**src/rtl/bank_pkg.sv**
```systemverilog
// Shared opcode, cacheline-state and FSM definitions for the bank SRAM controller.
package bank_pkg;

    localparam int DATA_W = 128;

    localparam logic [1:0] OP_WRITE     = 2'd0;
    localparam logic [1:0] OP_READ      = 2'd1;
    localparam logic [1:0] OP_LINEFILL  = 2'd2;
    localparam logic [1:0] OP_WRITEBACK = 2'd3;

    localparam logic [1:0] CL_INVALID   = 2'b00;
    localparam logic [1:0] CL_CLEAN     = 2'b01;
    localparam logic [1:0] CL_DIRTY     = 2'b10;
    localparam logic [1:0] CL_CLEAN_ALT = 2'b11;

    typedef enum logic [3:0] {
        ST_IDLE,
        ST_WBUF_RD,
        ST_WR,
        ST_RD_REQ,
        ST_RD_CAP,
        ST_LF_WR0,
        ST_LF_WR1,
        ST_WB_RD0,
        ST_WB_RD1,
        ST_WB_CAP,
        ST_WB_SEND,
        ST_RSP
    } state_e;

    // Only the explicit dirty code protects a half from being overwritten;
    // the spare code 11 behaves like clean.
    function automatic logic is_dirty(input logic [1:0] st);
        logic dirty;
        case (st)
            CL_DIRTY:                           dirty = 1'b1;
            CL_INVALID, CL_CLEAN, CL_CLEAN_ALT: dirty = 1'b0;
            default:                            dirty = 1'b0;
        endcase
        return dirty;
    endfunction

endpackage

```
**src/rtl/bank_sram_ctrl.sv**
```systemverilog
// Per-bank SRAM controller: executes one issue-queue request at a time
// (write, read, read with linefill, write-back) against the 128-bit data SRAM.
module bank_sram_ctrl
    import bank_pkg::*;
#(
    parameter int WBUF_ID_W = 8
) (
    input  logic                  clk_i,
    input  logic                  rst_i,

    input  logic                  iq_sc_valid_i,
    output logic                  iq_sc_ready_o,
    input  logic [1:0]            iq_sc_channel_id_i,
    input  logic [2:0]            iq_sc_opcode_i,
    input  logic [6:0]            iq_sc_set_way_offset_i,
    input  logic [WBUF_ID_W-1:0]  iq_sc_wbuffer_id_i,
    input  logic [2:0]            iq_sc_xbar_rob_num_i,
    input  logic [1:0]            iq_sc_cacheline_state_offset0_i,
    input  logic [1:0]            iq_sc_cacheline_state_offset1_i,
    input  logic [DATA_W-1:0]     iq_sc_linefill_data_offset0_i,
    input  logic [DATA_W-1:0]     iq_sc_linefill_data_offset1_i,

    output logic [WBUF_ID_W-1:0]  wbuf_raddr_o,
    input  logic [DATA_W-1:0]     wbuf_rdata_i,

    output logic                  sram_cs_o,
    output logic                  sram_we_o,
    output logic [6:0]            sram_addr_o,
    output logic [DATA_W-1:0]     sram_wdata_o,
    input  logic [DATA_W-1:0]     sram_rdata_i,

    output logic                  rsp_valid_o,
    input  logic                  rsp_ready_i,
    output logic [1:0]            rsp_channel_id_o,
    output logic [2:0]            rsp_rob_num_o,
    output logic                  rsp_is_write_o,
    output logic [DATA_W-1:0]     rsp_data_o,

    output logic                  wb_valid_o,
    input  logic                  wb_ready_i,
    output logic [5:0]            wb_line_o,
    output logic [2*DATA_W-1:0]   wb_data_o
);

    state_e                 state_q;
    state_e                 state_d;

    logic [1:0]             chan_q;
    logic [1:0]             op_q;
    logic [6:0]             swo_q;
    logic [WBUF_ID_W-1:0]   wbid_q;
    logic [2:0]             rob_q;
    logic [1:0]             st0_q;
    logic [1:0]             st1_q;
    logic [DATA_W-1:0]      lf0_q;
    logic [DATA_W-1:0]      lf1_q;
    logic [DATA_W-1:0]      rsp_data_q;
    logic [DATA_W-1:0]      wb_h0_q;
    logic [DATA_W-1:0]      wb_h1_q;

    logic [5:0]             line;
    logic                   req_dirty;
    logic                   unused_opcode_msb;

    assign line              = swo_q[6:1];
    // A dirty requested half keeps the SRAM copy, which must then be read back.
    assign req_dirty         = is_dirty(swo_q[0] ? st1_q : st0_q);
    // Opcode bit 2 carries no meaning for this block.
    assign unused_opcode_msb = iq_sc_opcode_i[2];

    // State register; reset aborts any operation in flight.
    always_ff @(posedge clk_i or posedge rst_i) begin
        if (rst_i) begin
            state_q <= ST_IDLE;
        end else begin
            state_q <= state_d;
        end
    end

    // Request capture on accept and data capture from the SRAM along each path.
    always_ff @(posedge clk_i or posedge rst_i) begin
        if (rst_i) begin
            chan_q     <= '0;
            op_q       <= '0;
            swo_q      <= '0;
            wbid_q     <= '0;
            rob_q      <= '0;
            st0_q      <= '0;
            st1_q      <= '0;
            lf0_q      <= '0;
            lf1_q      <= '0;
            rsp_data_q <= '0;
            wb_h0_q    <= '0;
            wb_h1_q    <= '0;
        end else begin
            case (state_q)
                ST_IDLE: begin
                    if (iq_sc_valid_i) begin
                        chan_q <= iq_sc_channel_id_i;
                        op_q   <= iq_sc_opcode_i[1:0];
                        swo_q  <= iq_sc_set_way_offset_i;
                        wbid_q <= iq_sc_wbuffer_id_i;
                        rob_q  <= iq_sc_xbar_rob_num_i;
                        st0_q  <= iq_sc_cacheline_state_offset0_i;
                        st1_q  <= iq_sc_cacheline_state_offset1_i;
                        lf0_q  <= iq_sc_linefill_data_offset0_i;
                        lf1_q  <= iq_sc_linefill_data_offset1_i;
                    end
                end
                ST_WR:     rsp_data_q <= '0;
                ST_RD_CAP: rsp_data_q <= sram_rdata_i;
                ST_LF_WR1: begin
                    if (!req_dirty) begin
                        rsp_data_q <= swo_q[0] ? lf1_q : lf0_q;
                    end
                end
                ST_WB_RD1: wb_h0_q <= sram_rdata_i;
                ST_WB_CAP: wb_h1_q <= sram_rdata_i;
                default: ;
            endcase
        end
    end

    // Next-state and output decode; every output is idle-low outside its own state.
    always_comb begin
        state_d          = state_q;
        iq_sc_ready_o    = 1'b0;
        wbuf_raddr_o     = '0;
        sram_cs_o        = 1'b0;
        sram_we_o        = 1'b0;
        sram_addr_o      = '0;
        sram_wdata_o     = '0;
        rsp_valid_o      = 1'b0;
        rsp_channel_id_o = '0;
        rsp_rob_num_o    = '0;
        rsp_is_write_o   = 1'b0;
        rsp_data_o       = '0;
        wb_valid_o       = 1'b0;
        wb_line_o        = '0;
        wb_data_o        = '0;

        case (state_q)
            ST_IDLE: begin
                iq_sc_ready_o = 1'b1;
                if (iq_sc_valid_i) begin
                    case (iq_sc_opcode_i[1:0])
                        OP_WRITE:     state_d = ST_WBUF_RD;
                        OP_READ:      state_d = ST_RD_REQ;
                        OP_LINEFILL:  state_d = ST_LF_WR0;
                        OP_WRITEBACK: state_d = ST_WB_RD0;
                        default:      state_d = ST_IDLE;
                    endcase
                end
            end
            ST_WBUF_RD: begin
                wbuf_raddr_o = wbid_q;
                state_d      = ST_WR;
            end
            ST_WR: begin
                sram_cs_o    = 1'b1;
                sram_we_o    = 1'b1;
                sram_addr_o  = swo_q;
                sram_wdata_o = wbuf_rdata_i;
                state_d      = ST_RSP;
            end
            ST_RD_REQ: begin
                sram_cs_o   = 1'b1;
                sram_addr_o = swo_q;
                state_d     = ST_RD_CAP;
            end
            ST_RD_CAP: begin
                state_d = ST_RSP;
            end
            ST_LF_WR0: begin
                if (!is_dirty(st0_q)) begin
                    sram_cs_o    = 1'b1;
                    sram_we_o    = 1'b1;
                    sram_addr_o  = {line, 1'b0};
                    sram_wdata_o = lf0_q;
                end
                state_d = ST_LF_WR1;
            end
            ST_LF_WR1: begin
                if (!is_dirty(st1_q)) begin
                    sram_cs_o    = 1'b1;
                    sram_we_o    = 1'b1;
                    sram_addr_o  = {line, 1'b1};
                    sram_wdata_o = lf1_q;
                end
                state_d = req_dirty ? ST_RD_REQ : ST_RSP;
            end
            ST_WB_RD0: begin
                sram_cs_o   = 1'b1;
                sram_addr_o = {line, 1'b0};
                state_d     = ST_WB_RD1;
            end
            ST_WB_RD1: begin
                sram_cs_o   = 1'b1;
                sram_addr_o = {line, 1'b1};
                state_d     = ST_WB_CAP;
            end
            ST_WB_CAP: begin
                state_d = ST_WB_SEND;
            end
            ST_WB_SEND: begin
                wb_valid_o = 1'b1;
                wb_line_o  = line;
                wb_data_o  = {wb_h1_q, wb_h0_q};
                if (wb_ready_i) begin
                    state_d = ST_IDLE;
                end
            end
            ST_RSP: begin
                rsp_valid_o      = 1'b1;
                rsp_channel_id_o = chan_q;
                rsp_rob_num_o    = rob_q;
                rsp_is_write_o   = (op_q == OP_WRITE);
                rsp_data_o       = rsp_data_q;
                if (rsp_ready_i) begin
                    state_d = ST_IDLE;
                end
            end
            default: begin
                state_d = ST_IDLE;
            end
        endcase
    end

endmodule
```
**config.mk**
```make
export PLATFORM = sky130hd
export DESIGN_NAME = bank_sram_ctrl
export DESIGN_NICKNAME = d
export VERILOG_FILES = /design/src/rtl/bank_pkg.sv /design/src/rtl/bank_sram_ctrl.sv
export SDC_FILE = /design/constraint.sdc
export NUM_CORES = 2
export LEC_CHECK = 0
export CORE_AREA = 5 5 419 421
export CTS_CLUSTER_SIZE = 25
export DETAILED_ROUTE_END_ITERATION = 8
export DIE_AREA = 0 0 424 426
export HOLD_SLACK_MARGIN = 0.12
export SLEW_MARGIN = 20
export SYNTH_ARGS = -nofsm -noshare
export SYNTH_HDL_FRONTEND = slang
export SYNTH_SLANG_ARGS = --single-unit
export TNS_END_PERCENT = 20
```
**constraint.sdc**
```tcl
create_clock -name clk_i -period 27.7 [get_ports clk_i]
set_clock_uncertainty 0.1 [all_clocks]
set_input_delay 5.54 -clock clk_i [delete_from_list [all_inputs] [get_ports clk_i]]
set_output_delay 5.54 -clock clk_i [all_outputs]
set_load 0.01 [all_outputs]
```
==> reports/results.ini <==
[outcome]
status = finished, violations left
violations = design-rule violations

[routing]
drt_pass1_iterations = 9
post_drt_wl_per_cell_um = 29.98
drt_wl_total_mm = 179.6
drtIter0Drc = 2434
vias = 27400
avgViaCountPerCell = 4.574
drc = 4
ant_nets = 0

[final_layout]
finalNonFillerCells = 5990
mostFrequentLayoutCells = 1,086 x clkdlybuf4s50_1, 669 x dfrtp_1, 557 x mux2_2
final_common_cell = clkdlybuf4s50_1
layout-drive-gt1-share_pct = 23.07
nets = 4212
fill_cells = 17680
area_growth_pct = 47.81

[place]
dp.cells = 5811
io_buffers = 1086
place_congestion = 0.9236
place_hpwl_mm = 136.4
dpl_worst_slack_ns = 14.61

[die]
die_area_sq_mm = 0.1806
fp.coreArea_sq_mm = 0.1710
num_rows = 152
dieWidth_um = 424
initial_utilization_pct = 19.26
die_h_um = 426
ios = 1088

[global_routing]
antenna_found_initial = 63
grt_max_degree = 124
grt_first_pass_wirelength_mm = 239.5
grt_pass1_vias = 27390
grtUsageTotal_pct = 18.98
grt_overflow = 0

[clock_network]
postCtsSetupBuffers = 0
clockBufferDepth = 3
clock-sinks = 670
cts_buffers = 87
cts_hold_buf = 0
cts_tree = yes
root_buffer = clkbuf_16
cts.htree.levels = 3
post_cts_resize_count = 0
path_clk_slew_ns = 0.06
clock_latency_ns = 0.69

[worst_setup_path]
crit_fanout = 1
start_kind = input port
cp.arrival_ns = 7.54
critPathRequiredTime_ns = 22.06
reg2reg_depth = 7
worst_setup_path_end_kind = primary output
r2r_end = rsp_data_q[55]
worstSetupPathType = in2out
r2r-start = swo_q[0]
reg2reg_slack_ns = 23.75

[synth]
synth_xor_area_share_pct = 0.02660
ys_async_sr_fraction_pct = 100.0
synth-simple-area-share_pct = 9.888
ys.flop_type = dfrtp_1
synth-edff-count = 0
ys_seq_area_share_pct = 50.92
synth_compound_gate_area_share_pct = 9.630
syn_area_sq_mm = 0.03292
yosys_warnings = 0
muxShareOfSynthArea_pct = 23.95
syn_nets = 3209
synth_cell_types = 41
syn_inst = 2665
synth-seq-cells = 670
avgSynthCellArea_sq_um = 12.35
synth_top_family_by_area = multiplexers
yosys.area_share.adder_pct = 0

[min_path]
hold-path-cell-count = 1
hold_start = wb_h0_q[3]
worstHoldPathType = reg2reg
holdPathEnd = wb_h0_q[3]

[sta]
maxSlewViolCount = 0
worst_pin_slew_ns = 1.040
report.final.setup_viol = 0
setup_slack_ns = 14.52
period_share_pct = 47.57
fmax_ghz = 0.07590
hold_viol = 0
setup_tns_ns = 0
whs_ns = 0.3832
finalCriticalPeriod_ns = 13.18
max_slew_margin_pct = 30.65
rsz0062_at_grt = false

[power]
vdd_drop_max_mv = 0.08010
total_power_mw = 5.429
power_density_mw_per_mm2 = 111.6
p_leak_nw = 20.43

[job]
cap_violations = 0

## metrics by stage
step           cell area, sq um  utilization [%]
2_1_floorplan             32920                -
3_3_place_gp              45740            26.75
3_5_place_dp              45740            26.75
4_1_cts                   48590            28.42
5_1_grt                   48650            28.45
6_report                  48670            28.46
## Yosys cell counts, types with 2 or more instances
cell type	n	area share, %
dfrtp_1	670	51
mux2_2	557	19
and2_1	409	7.8
nand2_1	135	1.5
o21ai_0	131	2.0
inv_1	130	1.5
a222oi_1	128	3.9
a2bb2oi_1	128	3.4
mux2_4	100	4.6
clkbuf_1	92	1.0
buf_6	57	1.9
buf_2	55	0.84
buf_1	13	0.15
mux2_1	10	0.34
nor2_1	7	0.080
a21oi_1	5	0.076
buf_4	5	0.11
nand2b_1	5	0.095
nor3_1	3	0.046
nor3b_1	2	0.046
o21ai_1	2	0.030
o22a_1	2	0.053
## layer usage
metal | track usage, % | vias to the layer above | share of wire [%]
met1 | 22.96 | 14380 | 39
met3 | 6.121 | 299 | 8.3
met2 | 31.84 | 1211 | 49
met5 | 0 | - | 0.11
li1 | - | 11480 | -
met4 | 6.357 | 28 | 3.6
## kinds of logic after synthesis
family / after synthesis
muxes: 667
AOI/OAI and AO/OA: 403
buffers and inverters: 352
xor gates and xnor gates: 1
and+or+nand+nor: 572
DFF: 670
## power by group
| part | switching [mW] | leakage (nW) | internal, mW |
|---|---|---|---|
| sequential | 0.352 | 7.96 | 1.49 |
| combinational | 1.15 | 11.1 | 1.28 |
| clock | 0.476 | 1.39 | 0.676 |
## cell type report
| class | instances | area [sq um] | area share [%] |
|---|---|---|---|
| diodes | 21 | 52.55 | 0.1080 |
| flip-flops and latches | 670 | 16770 | 34.46 |
| well taps | 2233 | 2794 | 5.741 |
| inverters | 130 | 495.5 | 1.018 |
| clock buffers | 127 | 2550 | 5.240 |
| clock inverters | 30 | 296.5 | 0.6093 |
| multi-input cells | 1643 | 14400 | 29.60 |
| repair buffers | 1136 | 11300 | 23.23 |
## how the worst max path moves through the flow
| stage | from | endpoint | slack, ns | cells after the start |
|---|---|---|---|---|
| 2_1_floorplan | rst_i | chan_q[0] | 3.28 | 1 |
| 3_3_place_gp | wbuf_rdata_i[83] | sram_wdata_o[83] | 14.62 | 4 |
| 3_5_place_dp | wbuf_rdata_i[83] | sram_wdata_o[83] | 14.61 | 4 |
| 4_1_cts | wbuf_rdata_i[83] | sram_wdata_o[83] | 14.61 | 4 |
| 5_1_grt | wbuf_rdata_i[83] | sram_wdata_o[83] | 14.49 | 4 |
| 6_report | wbuf_rdata_i[12] | sram_wdata_o[12] | 14.52 | 4 |
## flip-flops by register name, summed over array words and instances (netlist names)
| signal | cells |
|---|---|
| state_q | 4 |
| op_q | 2 |
| swo_q | 7 |
| lf0_q | 128 |
| st0_q | 2 |
| wbid_q | 8 |
| chan_q | 2 |
| wb_h0_q | 128 |
| rsp_data_q | 128 |
| st1_q | 2 |
| rob_q | 3 |
| wb_h1_q | 128 |
| lf1_q | 128 |
## critical path: stages
cell and delay (ns):
clkdlybuf4s50_1 0.57, a222oi_1 0.78, inv_1 0.10, clkdlybuf4s50_1 0.54
Note: power is estimated with default switching activity, not from simulation.
